## config.mk

```make
export PLATFORM = sky130hd
export DESIGN_NAME = rotate_seq
export DESIGN_NICKNAME = d
export VERILOG_FILES = /design/src/rtl/rotate_seq.sv
export SDC_FILE = /design/constraint.sdc
export NUM_CORES = 1
export LEC_CHECK = 0
export ABC_AREA = 0
export CAP_MARGIN = 20
export CORE_UTILIZATION = 51
export CTS_CLUSTER_DIAMETER = 150
export CTS_CLUSTER_SIZE = 30
export DETAILED_ROUTE_END_ITERATION = 7
export PLACE_DENSITY = 0.89
export SYNTH_ARGS = -nofsm -noshare
export SYNTH_HDL_FRONTEND = slang
export SYNTH_SLANG_ARGS = --single-unit
```

## constraint.sdc

```tcl
create_clock -name clk -period 2.15 [get_ports clk]
set_input_delay 0.215 -clock clk [delete_from_list [all_inputs] [get_ports clk]]
set_output_delay 0.215 -clock clk [all_outputs]
set_load 0.02 [all_outputs]
```

## src/rtl/rotate_seq.sv

```systemverilog
// -----------------------------------------------------------------------------
// rotate_seq: multi-cycle rotate/shift sequencer for an 8-bit datapath.
//
// Accepts one operation per start handshake (sampled only in IDLE). Each clock
// in RUN performs a single 1-bit step, shamt times. The result, carry-out and
// zero flag are returned together with a one-cycle done pulse.
//
// Ports:
//   clk    in   system clock, rising edge
//   rst    in   asynchronous, active-high reset
//   start  in   request, sampled only in IDLE
//   op     in   000 ROL, 001 ROR, 010 SHL, 011 SHR, 100 ASR, 101-111 PASS
//   a      in   operand, captured on the accepted start edge
//   shamt  in   step count 0-7, captured on the accepted start edge
//   busy   out  high while in RUN
//   done   out  one-cycle pulse, high while in DONE
//   y      out  result register
//   carry  out  last bit shifted/rotated out
//   zero   out  high when y == 0 (combinational from y)
//
// Optional build macro ROT_SEQ_FAST_EN: ROL/ROR complete in a single cycle
// through combinational rol8/ror8 rotators; SHL/SHR/ASR stay iterative.
// Without the macro no rotator instances are present.
// -----------------------------------------------------------------------------

`ifdef ROT_SEQ_FAST_EN
// Combinational rotate left by amt (0-7).
module rol8 (
  input  logic [7:0] a,
  input  logic [2:0] amt,
  output logic [7:0] y
);
  assign y = (a << amt) | (a >> (4'd8 - {1'b0, amt}));
endmodule

// Combinational rotate right by amt (0-7).
module ror8 (
  input  logic [7:0] a,
  input  logic [2:0] amt,
  output logic [7:0] y
);
  assign y = (a >> amt) | (a << (4'd8 - {1'b0, amt}));
endmodule
`endif

module rotate_seq #(
  parameter int WIDTH = 8,
  parameter int CNT_W = 3
) (
  input  logic             clk,
  input  logic             rst,
  input  logic             start,
  input  logic [2:0]       op,
  input  logic [WIDTH-1:0] a,
  input  logic [CNT_W-1:0] shamt,
  output logic             busy,
  output logic             done,
  output logic [WIDTH-1:0] y,
  output logic             carry,
  output logic             zero
);

  localparam logic [2:0] OP_ROL = 3'b000;
  localparam logic [2:0] OP_ROR = 3'b001;
  localparam logic [2:0] OP_SHL = 3'b010;
  localparam logic [2:0] OP_SHR = 3'b011;
  localparam logic [2:0] OP_ASR = 3'b100;

  typedef enum logic [1:0] {
    S_IDLE = 2'd0,
    S_RUN  = 2'd1,
    S_DONE = 2'd2
  } state_t;

  state_t           state;
  state_t           state_nx;
  logic [2:0]       op_r;
  logic [CNT_W-1:0] cnt;

  // Value loaded into y/carry on an accepted start.
  logic [WIDTH-1:0] load_y;
  logic             load_c;
  // High when the requested op finishes straight from IDLE via the rotators.
  logic             fast_rot;

  // Opcodes 101..111 are PASS; 100 is ASR.
  function automatic logic is_pass(input logic [2:0] o);
    return o[2] & (o[1] | o[0]);
  endfunction

  // One 1-bit step; returns {carry_out, next_y}.
  function automatic logic [WIDTH:0] step_op(input logic [2:0]       o,
                                             input logic [WIDTH-1:0] v,
                                             input logic             c);
    logic signed [WIDTH-1:0] sv;
    sv = v;
    case (o)
      OP_ROL:  step_op = {v[WIDTH-1], v[WIDTH-2:0], v[WIDTH-1]};
      OP_ROR:  step_op = {v[0], v[0], v[WIDTH-1:1]};
      OP_SHL:  step_op = {v[WIDTH-1], v[WIDTH-2:0], 1'b0};
      OP_SHR:  step_op = {v[0], 1'b0, v[WIDTH-1:1]};
      OP_ASR:  step_op = {v[0], sv >>> 1};
      default: step_op = {c, v};
    endcase
  endfunction

`ifdef ROT_SEQ_FAST_EN
  logic [7:0] rol_y;
  logic [7:0] ror_y;

  // The rotators see the operand and count being captured on this edge, so
  // the finished result is written into y at the same moment it is latched.
  rol8 u_rol8 (.a(a), .amt(shamt), .y(rol_y));
  ror8 u_ror8 (.a(a), .amt(shamt), .y(ror_y));

  assign fast_rot = (op == OP_ROL) || (op == OP_ROR);

  // The last bit out of a k-step rotate ends up at y[0] (ROL) or y[7] (ROR).
  always_comb begin
    load_y = a;
    load_c = 1'b0;
    if (op == OP_ROL) begin
      load_y = rol_y;
      load_c = (shamt != '0) & rol_y[0];
    end else if (op == OP_ROR) begin
      load_y = ror_y;
      load_c = (shamt != '0) & ror_y[7];
    end
  end
`else
  assign fast_rot = 1'b0;
  assign load_y   = a;
  assign load_c   = 1'b0;
`endif

  // State register
  always_ff @(posedge clk or posedge rst) begin
    if (rst) begin
      state <= S_IDLE;
    end else begin
      state <= state_nx;
    end
  end

  // Next-state logic
  always_comb begin
    state_nx = state;
    case (state)
      S_IDLE: begin
        if (start) begin
          if (fast_rot) begin
            state_nx = S_DONE;
          end else if ((shamt != '0) && !is_pass(op)) begin
            state_nx = S_RUN;
          end else begin
            state_nx = S_DONE;
          end
        end
      end
      // The step that takes the counter from 1 to 0 is the last one.
      S_RUN:   if (cnt == CNT_W'(1)) state_nx = S_DONE;
      S_DONE:  state_nx = S_IDLE;
      default: state_nx = S_IDLE;
    endcase
  end

  // Output decode
  always_comb begin
    busy = 1'b0;
    done = 1'b0;
    case (state)
      S_RUN:   busy = 1'b1;
      S_DONE:  done = 1'b1;
      default: ;
    endcase
  end

  // Operand capture and iterative datapath. y/carry hold outside IDLE-accept
  // and RUN, so the result stays visible until the next accepted start.
  always_ff @(posedge clk or posedge rst) begin
    if (rst) begin
      y     <= '0;
      carry <= 1'b0;
      cnt   <= '0;
      op_r  <= OP_ROL;
    end else begin
      case (state)
        S_IDLE: begin
          if (start) begin
            op_r  <= op;
            cnt   <= shamt;
            y     <= load_y;
            carry <= load_c;
          end
        end
        S_RUN: begin
          {carry, y} <= step_op(op_r, y, carry);
          cnt        <= cnt - CNT_W'(1);
        end
        default: ;
      endcase
    end
  end

  assign zero = (y == '0);

endmodule
```

# Yosys cells after proc, flatten, opt, wreduce, memory -nomap -nowiden
# Cells that the tools add are included.
[word_totals]
out_inout_bits = 12
in_bits = 17
reg_bits = 17
elab_cells = 46
[classes]
n_addsub = 1
n_mux = 13
bitwise_logic = 2
reduce_logical = 12
n_eq_ne = 12
[op_table]
columns = ["operator", "count"]
rows = [
  ["one-hot mux 9 bit (5 select lines)", 1],
  ["one-hot mux 8 bit (2 select lines)", 1],
  ["logical NOT 8 bit", 1],
  ["two-way mux 8 bit", 1],
  ["== test 3 x 1 -> 1 bit, second input constant", 2],
  ["== test 3 x 2 -> 1 bit, second input constant", 2],
  ["two-way mux 2 bit", 3],
  ["inequality test 2 bit, second input constant", 3],
  ["inequality test 6 x 1 -> 1 bit, second input constant", 1],
  ["one-hot mux 3 bit (2 select lines)", 1],
  ["AND reduction 2 bit", 3],
  ["inequality test 5 x 1 -> 1 bit, second input constant", 1],
  ["one-hot mux 2 bit (2 select lines)", 1],
  ["AND reduction 4 bit", 1],
  ["== test 3 bit, second input constant", 1],
  ["logical NOT 3 bit", 1],
  ["two-way mux 1 bit", 3],
  ["two-way mux 3 bit", 1],
  ["AND reduction 3 bit", 1],
  ["nonzero test 3 bit", 1],
  ["subtractor 3 x 1 -> 3 bit, second input constant", 1],
  ["== test 2 x 1 -> 1 bit, second input constant", 1],
  ["== test 2 bit, second input constant", 1],
  ["logical NOT 2 bit", 1],
  ["other kinds (6)", 6],
]

# Longest topological paths before layout
# Gate-level depths: netlist (run 1).
[depth]
ltp_word = 7
mapped_depth = 7
ltp_nobuf = 6

# Worst setup path before layout (run 1)
# OpenSTA, ideal clock, no wires.
[synth_timing]
path_type = "flip-flop to output port"
from = "register y[4]"
to = "output zero"
n_path_buf = 0
stages_incl_launch_ff = 3
arrival_time_ns = 1.309
slack_ns = 0.626
required_time_ns = 1.935
cell_sequence = "dfrtp_1 -> or4_1 -> nor2_1"
[synth_between]
elab_chain_cells = 1
[synth_lines]
columns = ["element", "line_no", "text"]
rows = [
  ["start, declared", "58", "output logic [WIDTH-1:0] y,"],
  ["start signal, assigned", "192", "y <= load_y;"],
  ["start signal, assigned", "197", "{carry, y} <= step_op(op_r, y, carry);"],
  ["logical NOT 8 bit", "205", "assign zero = (y == '0);"],
  ["end, declared", "60", "output logic zero"],
]
# Every way passes these cells.

# Worst setup path after layout (run 1)
[layout_timing]
from = "register y[0]"
to = "output zero"
# Same word-level chain as after synthesis.

==> results of run 1 <==
cell usage in the layout (no fill, tap or decap), types with 3 or more instances in the layout:
cell type | Yosys | final
mux2i_1 | 3 | 3
buf_4 | 1 | 3
mux2_2 | 6 | 6
clkdlybuf4s50_1 | 0 | 26
dfrtp_1 | 17 | 17
o21ai_0 | 14 | 14
clkbuf_4 | 0 | 3
nand2_1 | 7 | 7
nor2_1 | 11 | 11
o21ai_1 | 4 | 4
inv_1 | 6 | 6
a21oi_1 | 12 | 12
o22ai_1 | 4 | 4
area by class of cell:
type | count | area (um^2) | share of cell area [%]
multi-input combinational | 92 | 612 | 42.8
sequential | 17 | 425 | 29.8
timing repair buffer | 31 | 304 | 21.3
tap | 27 | 33.8 | 2.36
inverter | 7 | 26.3 | 1.84
clock buffer | 3 | 22.5 | 1.58
clock inverter | 1 | 5.00 | 0.350
routing by layer:
metal | part of all wire, % | global-route usage, %
met3 | 7.4 | 5.35
met2 | 47 | 43.0
met4 | 1.9 | 13.7
met1 | 44 | 32.9
met5 | 0 | 0
report_power, final:
part           internal [W]  switching [W]
clock network     0.0000693       0.000109
logic              0.000640       0.000728
registers          0.000480       0.000230
total               0.00119        0.00107
critical path: stages (launching register included):
cell and delay, ns:
dfrtp_1 0.45, or4_1 0.53, nor2_1 0.13, dlygate4sd2_1 0.36
per-stage QoR:
| step | instance area (um^2) | total power, W | util [%] | setup slack, ns | hold WS (ns) |
|---|---|---|---|---|---|
| floorplan | 1100 | 0.00165 | - | 0.626 | 0.141 |
| global placement | 1400 | 0.00202 | 69.9 | 0.272 | 0.466 |
| detailed placement | 1400 | 0.00207 | 69.9 | 0.226 | 0.481 |
| CTS | 1430 | 0.00225 | 71.3 | 0.0627 | 0.312 |
| global route | 1430 | 0.00245 | 71.4 | 0.0903 | 0.369 |
| finish | 1430 | 0.00226 | 71.4 | 0.158 | 0.304 |
worst max path at each step:
stage | startpoint | to | slack, ns | depth (start not counted)
5_1_grt | y[0]$_DFFE_PP0P_ | zero | 0.09 | 3
3_3_place_gp | y[0]$_DFFE_PP0P_ | zero | 0.27 | 3
6_report | y[0]$_DFFE_PP0P_ | zero | 0.16 | 3
2_1_floorplan | y[4]$_DFFE_PP0P_ | zero | 0.63 | 2
3_5_place_dp | y[0]$_DFFE_PP0P_ | zero | 0.23 | 3
4_1_cts | state[1]$_DFFE_PP0P_ | busy | 0.06 | 4
cell families after synthesis:
kind of cell / synth area share (%)
DFF: 38.7
xor gates and xnor gates: 0.797
buffers and inverters: 5.58
AOI/OAI and AO/OA: 29.3
muxes: 8.88
adders and majority gates: 2.28
and+or+nand+nor: 14.5
state kept, by name, indices dropped and copies added, names as in the netlist:
register and flops:
carry 1, cnt 3, op_r 3, state 2, y 8
==> results.sh, run 1 <==
export IMPL_ctsResizeCount=1
export IMPL_grt_pass1_vias=1079
export IMPL_core_area_mm2=0.00200
export IMPL_clk_pin_slew_worst_paths_ns=0.12
export IMPL_row_count=16
export IMPL_post_cts_buffers=0
export IMPL_initialDrtViolationCount=28
export IMPL_grt_setup_unrepaired="false"
export IMPL_grt_start_max_net_pins=18
export IMPL_synth_ff_type="dfrtp_1"
export IMPL_synth_seq_cells=17
export IMPL_antenna_found_initial=0
export IMPL_die_area_mm2=0.00234
export IMPL_slew_headroom_pct=54.7
export IMPL_synth_edf_count=0
export IMPL_synth_cell_area_mm2=0.00110
export IMPL_powerDensity_mw_per_mm2=1580
export IMPL_cts_hold_buf=0
export IMPL_p_leak_nw=0.607
export IMPL_netlist_area_leader_share_pct=38.7
export IMPL_post_route_period_util_pct=92.6
export IMPL_syn_nets=139
export IMPL_r2r_setup_slack_ns=0.56
export IMPL_max_cap_violations=0
export IMPL_finalSetupViolations=0
export IMPL_ff2ff_path_depth=4
export IMPL_synth_top_area_cell="dfrtp_1"
export IMPL_via_count=1045
export IMPL_synth_area_leaders="dfrtp_1 39%, o21ai_0 6.4%, mux2_2 6.2%"
export IMPL_layout_drive_gt1_share_pct=14.6
export IMPL_cts_buffers=3
export IMPL_fin_skew_ns=0.0190
export IMPL_wl_per_cell_um=15.3
export IMPL_cts_sinks=17
export IMPL_synth_commonest_cells="17 x dfrtp_1, 14 x o21ai_0, 12 x a21oi_1"
export IMPL_post_dp_hpwl_um=1930
export IMPL_dp_cells=174
export IMPL_root_buffer="clkbuf_4"
export IMPL_critPathArrivalTime_ns=1.78
export IMPL_fmax_mhz=502
export IMPL_ir_worst_vdd_v=0.00107
export IMPL_place_congestion=0.835
export IMPL_netlist_cell_type_count=37
export IMPL_cts_tree="yes"
export IMPL_grt_overflow_total=0
export IMPL_status="finished clean"
export IMPL_period_minus_slack_ns=1.99
export IMPL_nets=171
export IMPL_avgSynthCellArea_um2=9.15
export IMPL_firstDrtPassIters=4
export IMPL_tns_ns=0
export IMPL_io_pins=29
export IMPL_track_usage_pct=26.3
export IMPL_final_antenna_net_count=0
export IMPL_wl_um=2720
export IMPL_cts_buffer_depth=2
export IMPL_cp_start_kind="flip-flop"
export IMPL_ys_warnings_count=0
export IMPL_initial_core_util_pct=54.9
export IMPL_htree_num_levels=1
export IMPL_clk_latency_ns=0.30
export IMPL_endpoint_kind="output port"
export IMPL_grt_pass1_wl_um=4740
export IMPL_num_antenna_cells=0
export IMPL_synthCells=120
export IMPL_fill_cells=158
export IMPL_drt_vias_per_instance=5.87
export IMPL_drv_slew=0
export IMPL_async_flop_share_pct=100
export IMPL_cp_required_ns=1.93
export IMPL_worst_setup_path_type="flip-flop to output port"
export IMPL_yosysSeqAreaShare_pct=38.7
export IMPL_die_w_um=48.4
export IMPL_crit_fanout=6
export IMPL_drc=0
export IMPL_holdCritPathClass="input pin to async pin"
export IMPL_finalHoldViolations=0
export IMPL_r2r_end="y[0]$_DFFE_PP0P_"
export IMPL_stdcell_count=178
export IMPL_numPortBuffers=28
export IMPL_tightest_slew_ns=0.678
export IMPL_syn_to_final_growth_pct=30.1
export IMPL_reg2reg_from="op_r[2]$_DFFE_PP0P_"
export IMPL_die_y_um=48.4
export IMPL_synth_most_common_cell="dfrtp_1"
(Power assumes the default switching activity.)
==> run 2, diff against run 1 <==
- CORE_ASPECT_RATIO: not set -> 1.2
==> results.sh, run 2 (synthesized netlist as in run 1, its figures left out) <==
export IMPL_cts_buffers=3
export IMPL_swShare_pct=47.5
export IMPL_r2r_setup_slack_ns=0.49
export IMPL_initial_core_util_pct=53.6
export IMPL_grt_pass1_vias=964
export IMPL_reg2reg_from="op_r[2]$_DFFE_PP0P_"
export IMPL_cp_start_kind="flip-flop"
export IMPL_cts_sinks=17
export IMPL_p_int_w=0.00117
export IMPL_top_register="y"
export IMPL_nets=169
export IMPL_core_area_mm2=0.00205
export IMPL_critPathArrivalTime_ns=1.73
export IMPL_grt_start_max_net_pins=18
export IMPL_fill_cells=158
export IMPL_worst_setup_path_type="flip-flop to output port"
export IMPL_fmax_mhz=514
export IMPL_numPortBuffers=28
export IMPL_via_count=1023
export IMPL_io_pins=29
export IMPL_combPwrFrac_pct=59.8
export IMPL_p_leak_nw=0.586
export IMPL_die_w_um=44.4
export IMPL_cts_hold_buf=0
export IMPL_pwr_share_seq_pct=32.6
export IMPL_track_usage_pct=25.1
export IMPL_drt_vias_per_instance=5.72
export IMPL_crit_fanout=7
export IMPL_seq_area_um2=425
export IMPL_status="complete, but fails checks"
export IMPL_drc=1
export IMPL_cp_endpoint="zero"
export IMPL_die_area_mm2=0.00234
export IMPL_wl_um=2680
export IMPL_layout_drive_gt1_share_pct=12.8
export IMPL_post_dp_hpwl_um=2000
export IMPL_ir_worst_vdd_v=0.00104
export IMPL_clk_pin_slew_worst_paths_ns=0.10
export IMPL_cp_required_ns=1.93
export IMPL_die_y_um=52.8
export IMPL_final_antenna_net_count=0
export IMPL_syn_to_final_growth_pct=28.6
export IMPL_holdCritPathClass="input pin to async pin"
export IMPL_post_cts_buffers=0
export IMPL_largestRegisters="y (8), cnt (3), op_r (3)"
export IMPL_antenna_found_initial=0
export IMPL_largest_reg_flops=8
export IMPL_clk_latency_ns=0.29
export IMPL_initialDrtViolationCount=21
export IMPL_finalHoldViolations=0
export IMPL_period_minus_slack_ns=1.95
export IMPL_root_buffer="clkbuf_4"
export IMPL_num_antenna_cells=0
export IMPL_clkPwrFrac_pct=7.6
export IMPL_fin_skew_ns=0.00991
export IMPL_row_count=18
export IMPL_r2r_end="y[0]$_DFFE_PP0P_"
export IMPL_fin_util_pct=68.9
export IMPL_layout_common_cells="26 x clkdlybuf4s50_1, 17 x dfrtp_1, 14 x o21ai_0"
export IMPL_layout_commonest_cell="clkdlybuf4s50_1"
export IMPL_endpoint_kind="output port"
export IMPL_multi_input_area_um2=612
export IMPL_crit_start="y[7]$_DFFE_PP0P_"
export IMPL_tns_ns=0
export IMPL_drv_slew=0
export IMPL_post_route_period_util_pct=90.5
export IMPL_ff2ff_path_depth=4
export IMPL_grt_setup_unrepaired="false"
export IMPL_max_cap_violations=0
export IMPL_finalSetupViolations=0
export IMPL_ctsResizeCount=2
export IMPL_cts_tree="yes"
export IMPL_firstDrtPassIters=6
export IMPL_htree_num_levels=1
export IMPL_wl_per_cell_um=15.0
export IMPL_grt_pass1_wl_um=4310
export IMPL_grt_overflow_total=0
export IMPL_cts_buffer_depth=2
export IMPL_slew_headroom_pct=55.7
export IMPL_tightest_slew_ns=0.663
export IMPL_failed_checks="DRC"
export IMPL_powerDensity_mw_per_mm2=1580
export IMPL_place_congestion=0.922
export IMPL_p_switching_w=0.00106
run 2: per-stage QoR:
step / total power (W) / hold slack [ns] / cell area [um^2] / std cells / setup WS (ns)
4_1_cts: 0.00222 / 0.335 / 1410 / 179 / 0.215
3_5_place_dp: 0.00205 / 0.490 / 1390 / 175 / 0.277
3_3_place_gp: 0.00201 / 0.472 / 1390 / 175 / 0.275
2_1_floorplan: 0.00165 / 0.141 / 1100 / 120 / 0.626
5_1_grt: 0.00238 / 0.375 / 1410 / 179 / 0.133
6_report: 0.00223 / 0.308 / 1410 / 179 / 0.205
run 2: metal layers:
layer | share of wire [%] | global-route usage [%] | vias to the layer above | routed length (um)
met2 | 50 | 43.9 | 42 | 1350
met4 | 0.89 | 11.1 | 0 | 24
met1 | 44 | 29.2 | 480 | 1180
li1 | - | - | 497 | -
met3 | 5.0 | 4.48 | 4 | 133
met5 | 0 | 0 | - | 0
run 2: worst min path at each step:
stage,slack [ns],start,depth (start not counted),endpoint
after detailed placement,0.49,carry$_DFFE_PP0P_,2,carry$_DFFE_PP0P_
after CTS,0.33,rst,2,cnt[1]$_DFFE_PP0P_
after global routing,0.38,rst,2,cnt[1]$_DFFE_PP0P_
after global placement,0.47,carry$_DFFE_PP0P_,2,carry$_DFFE_PP0P_
after floorplan,0.14,rst,1,carry$_DFFE_PP0P_
final,0.31,rst,2,cnt[0]$_DFFE_PP0P_
run 2: area by class of cell:
| class | instances | area share, % |
|---|---|---|
| Inverter | 7 | 1.86 |
| Tap cell | 30 | 2.66 |
| Sequential cell | 17 | 30.1 |
| Clock buffer | 4 | 1.86 |
| Timing Repair Buffer | 29 | 20.2 |
| Multi-Input combinational cell | 92 | 43.3 |
run 2: critical path: stages (launching register included):
cell and delay [ns]:
dfrtp_1 0.47, or4_1 0.52, nor2_1 0.11, dlygate4sd2_1 0.34
run 2: power groups by stage:
stage,clock [W],sequential (W),combinational [W]
floorplan,0,0.000737,0.000908
global placement,0,0.000711,0.00130
detailed placement,0,0.000724,0.00132
CTS,0.000175,0.000720,0.00133
global route,0.000186,0.000750,0.00145
finish,0.000170,0.000726,0.00133
==> RTL edit 1 (flow settings as in run 2) <==
Register the input `start` before use, cleared by the reset. The logic sees it one clock later. The other inputs are not delayed to match.
--- a/src/rtl/rotate_seq.sv
+++ b/src/rtl/rotate_seq.sv
@@ -72,6 +72,16 @@
     S_DONE = 2'd2
   } state_t;
 
+  logic start_q;
+
+  always_ff @(posedge clk or posedge rst) begin
+    if (rst) begin
+      start_q <= '0;
+    end else begin
+      start_q <= start;
+    end
+  end
+
   state_t           state;
   state_t           state_nx;
   logic [2:0]       op_r;
@@ -147,7 +157,7 @@
     state_nx = state;
     case (state)
       S_IDLE: begin
-        if (start) begin
+        if (start_q) begin
           if (fast_rot) begin
             state_nx = S_DONE;
           end else if ((shamt != '0) && !is_pass(op)) begin
@@ -186,7 +196,7 @@
     end else begin
       case (state)
         S_IDLE: begin
-          if (start) begin
+          if (start_q) begin
             op_r  <= op;
             cnt   <= shamt;
             y     <= load_y;
Behaviour: not the same (Yosys sat finds a counterexample within 4 cycles, from zero or initial values and one cycle with rst high).
==> RTL edit 1 against run 2 <==
Die area rose by 4.9%; total power rose by 6.1%; area after synthesis rose by 5.1%; sequential share of layout area rose by 0.14 points; routed wire length fell by 3.2%; worst setup slack got worse by 0.12 ns; register-to-register slack improved by 0.12 ns; sequential cell count rose by 1; cell area rose by 5.4%; largest cell class unchanged.
==> RTL edit 1: results (changes against run 2) <==
Gpl congestion: 0.858 (was 0.922)
Pre-antenna DRT Iters: 4 (was 6)
Layout Nets: 171 (was 169)
Flop pwr share: 0.315 (was 0.326)
Slew Limit Headroom: 0.527 (was 0.557)
Post-DP HPWL: 1.92 mm (was 2.00 mm)
Number of remaining DRC errors: 0 (was 1)
Comb. pwr: 1.40 mW (was 1.33 mW)
Post-synth top cells: dfrtp_1 (18), o21ai_1 (12), a21oi_1 (11) (was dfrtp_1 (17), o21ai_0 (14), a21oi_1 (12))
FF+latch count: 18 (was 17)
Dpl ws: 0.265 ns (was 0.277 ns)
Final Hold Slack: 0.304 ns (was 0.308 ns)
Outcome: complete, no violations (was complete, but fails checks)
Crit path DAT: 1.85 ns (was 1.73 ns)
FF+latch area: 450 µm² (was 425 µm²)
Worst R2R Start: op_r[0] (was op_r[2])
Post-synthesis sequential area ratio: 0.390 (was 0.387)
Buffers, non-clock: 30 (was 29)
Maximum vdd ir drop: 0.00108 V (was 0.00104 V)
Syn nets: 141 (was 139)
First-pass GRT wire length: 4.45 mm (was 4.31 mm)
CP max FO: 12 (was 7)
Fill count: 169 (was 158)
Number of global-route vias before repair: 1029 (was 964)
Initial DRC Count: 26 (was 21)
[RTL edit 1: kinds of logic after synthesis]
logic type               after synthesis  share of synthesized area
AO/OA/AOI/OAI                         47                      0.280
AND/OR/NAND/NOR                       32                      0.156
flip-flops                            18                      0.390
buffers and inverters                 12                     0.0520
multiplexers                          10                     0.0932
adder cells (fa/ha/maj)                2                     0.0217
XOR/XNOR                               1                    0.00759
[RTL edit 1: critical path, stage by stage, from the launching register on]
cell and delay, ns:
dfrtp_1 0.39, nand2b_1 0.25, inv_2 0.25, clkdlybuf4s50_1 0.65
[RTL edit 1: worst max path at each step]
stage          startpoint  cells after the start  slack [ns]   end
3_3_place_gp         y[7]                      3        0.28  zero
6_report         state[1]                      3        0.09  busy
4_1_cts          state[1]                      3        0.11  busy
2_1_floorplan        y[4]                      2        0.63  zero
5_1_grt          state[1]                      3        0.02  busy
3_5_place_dp         y[7]                      3        0.26  zero
[RTL edit 1: what timing repair did]
item,4_1_cts,5_1_grt
endpoints found under the setup margin,1,0
hold buffers,0,0
resized for setup,1,0
[RTL edit 1: per-stage QoR]
step | area (µm²) | cells | total power [mW]
6_report | 1490 | 181 | 2.36
5_1_grt | 1490 | 181 | 2.55
4_1_cts | 1490 | 181 | 2.36
3_5_place_dp | 1450 | 177 | 2.14
3_3_place_gp | 1450 | 177 | 2.09
2_1_floorplan | 1150 | 122 | 1.72
[RTL edit 1: layer usage]
layer | vias up | GRT usage | routed length, µm
met5 | - | 0 | 0
met2 | 31 | 0.448 | 1300
met1 | 517 | 0.313 | 1170
met3 | 2 | 0.0235 | 105
li1 | 503 | - | -
met4 | 0 | 0.0859 | 26
==> RTL edit 2 (config.mk and constraints of run 2) <==
Without the edit above. Change the parameter `CNT_W` from 3 to 4.
--- a/src/rtl/rotate_seq.sv
+++ b/src/rtl/rotate_seq.sv
@@ -45,7 +45,7 @@
 
 module rotate_seq #(
   parameter int WIDTH = 8,
-  parameter int CNT_W = 3
+  parameter int CNT_W = 4
 ) (
   input  logic             clk,
   input  logic             rst,
Interface: changed (resized shamt); port bits go from 29 to 30. The function was not compared with the original's and may differ.
==> RTL edit 2 against run 2 <==
Routed wire length increased by 3.4%; critical path type unchanged; area after synthesis increased by 8.2%; hold slack improved by 0.0048 ns; sequential cell count increased by 1; non-clock buffer count increased by 1; total power increased by 3.5%; worst setup slack got worse by 0.074 ns; cell area increased by 7.9%.
==> RTL edit 2: results (changes against run 2) <==
Outcome: complete, no violations (was complete, but fails checks)
Pre-antenna DRT Iters: 4 (was 6)
CP max FO: 9 (was 7)
Critical path origin: state[1] (was y[7])
Largest net degree at the start of global routing: 19 (was 18)
Vias: 1105 (was 1023)
Port bufs: 29 (was 28)
GRT met3 Usage: 0.0198 (was 0.0448)
Internal power: 1.24 mW (was 1.17 mW)
Crit path to: busy (was zero)
Synth area leaders: dfrtp_1 (38%), mux2_2 (4.7%), a21oi_1 (4.6%) (was dfrtp_1 (39%), o21ai_0 (6.4%), mux2_2 (6.2%))
Critical path's largest stage delay: 0.64 ns (was 0.52 ns)
Fill count: 164 (was 158)
First-pass GRT wire length: 4.79 mm (was 4.31 mm)
Slew Limit Headroom: 0.548 (was 0.557)
Leakage power: 0.619 nW (was 0.586 nW)
Seq. pwr: 0.806 mW (was 0.726 mW)
Post-DP HPWL: 2.09 mm (was 2.00 mm)
Maximum vdd ir drop: 0.000951 V (was 0.00104 V)
Family with the most delay on the worst path: buffers and inverters (was simple AND/OR/NAND/NOR gates)
Layout Nets: 178 (was 169)
Synth Area in Adders: 0.0211 (was 0.0228)
Post-synthesis sequential area ratio: 0.379 (was 0.387)
GRT Resource Usage Total: 0.264 (was 0.251)
Multiplexer area fraction after synthesis: 0.0895 (was 0.0888)
Worst R2R Start: op_r[0] (was op_r[2])
Post_cts resized: 1 (was 2)
Yosys cell types: 40 (was 37)
Routed WL: 2.77 mm (was 2.68 mm)
R2r setup slk: 0.51 ns (was 0.49 ns)
Clock share of power: 0.090 (was 0.076)
Final Hold Slack: 0.312 ns (was 0.308 ns)
Number of remaining DRC errors: 0 (was 1)
## RTL edit 2: kinds of logic (layout without fill, tap and decap cells)
group           count (synthesis)  after routing
fa+ha+maj                       2              2
buf+inv                        12             41
compound gates                 43             43
flops                          18             18
mux                            10             10
simple gates                   43             43
## RTL edit 2: metal layers
metal / up-vias / part of all wire
met3: 2 / 0.044
met4: 0 / 0.0043
met2: 37 / 0.53
li1: 529 / -
met5: - / 0
met1: 537 / 0.42
## RTL edit 2: through the flow
stage	std cells	util	power, mW	worst slack (ns)	area, µm²
finish	187	0.720	2.30	0.131	1520
global route	187	0.720	2.48	0.0602	1520
global placement	183	0.703	2.04	0.297	1490
CTS	187	0.719	2.30	0.0985	1520
floorplan	128	-	1.69	0.623	1190
detailed placement	183	0.703	2.09	0.262	1490
## RTL edit 2: layout make-up
cell class              count  area [µm²]  share of cell area
clock buffers               4        36.3              0.0238
inverters                   7        26.3              0.0172
multi-input cells          98         676               0.443
flip-flops and latches     18         452               0.296
well taps                  30        37.5              0.0246
repair buffers             30         297               0.195
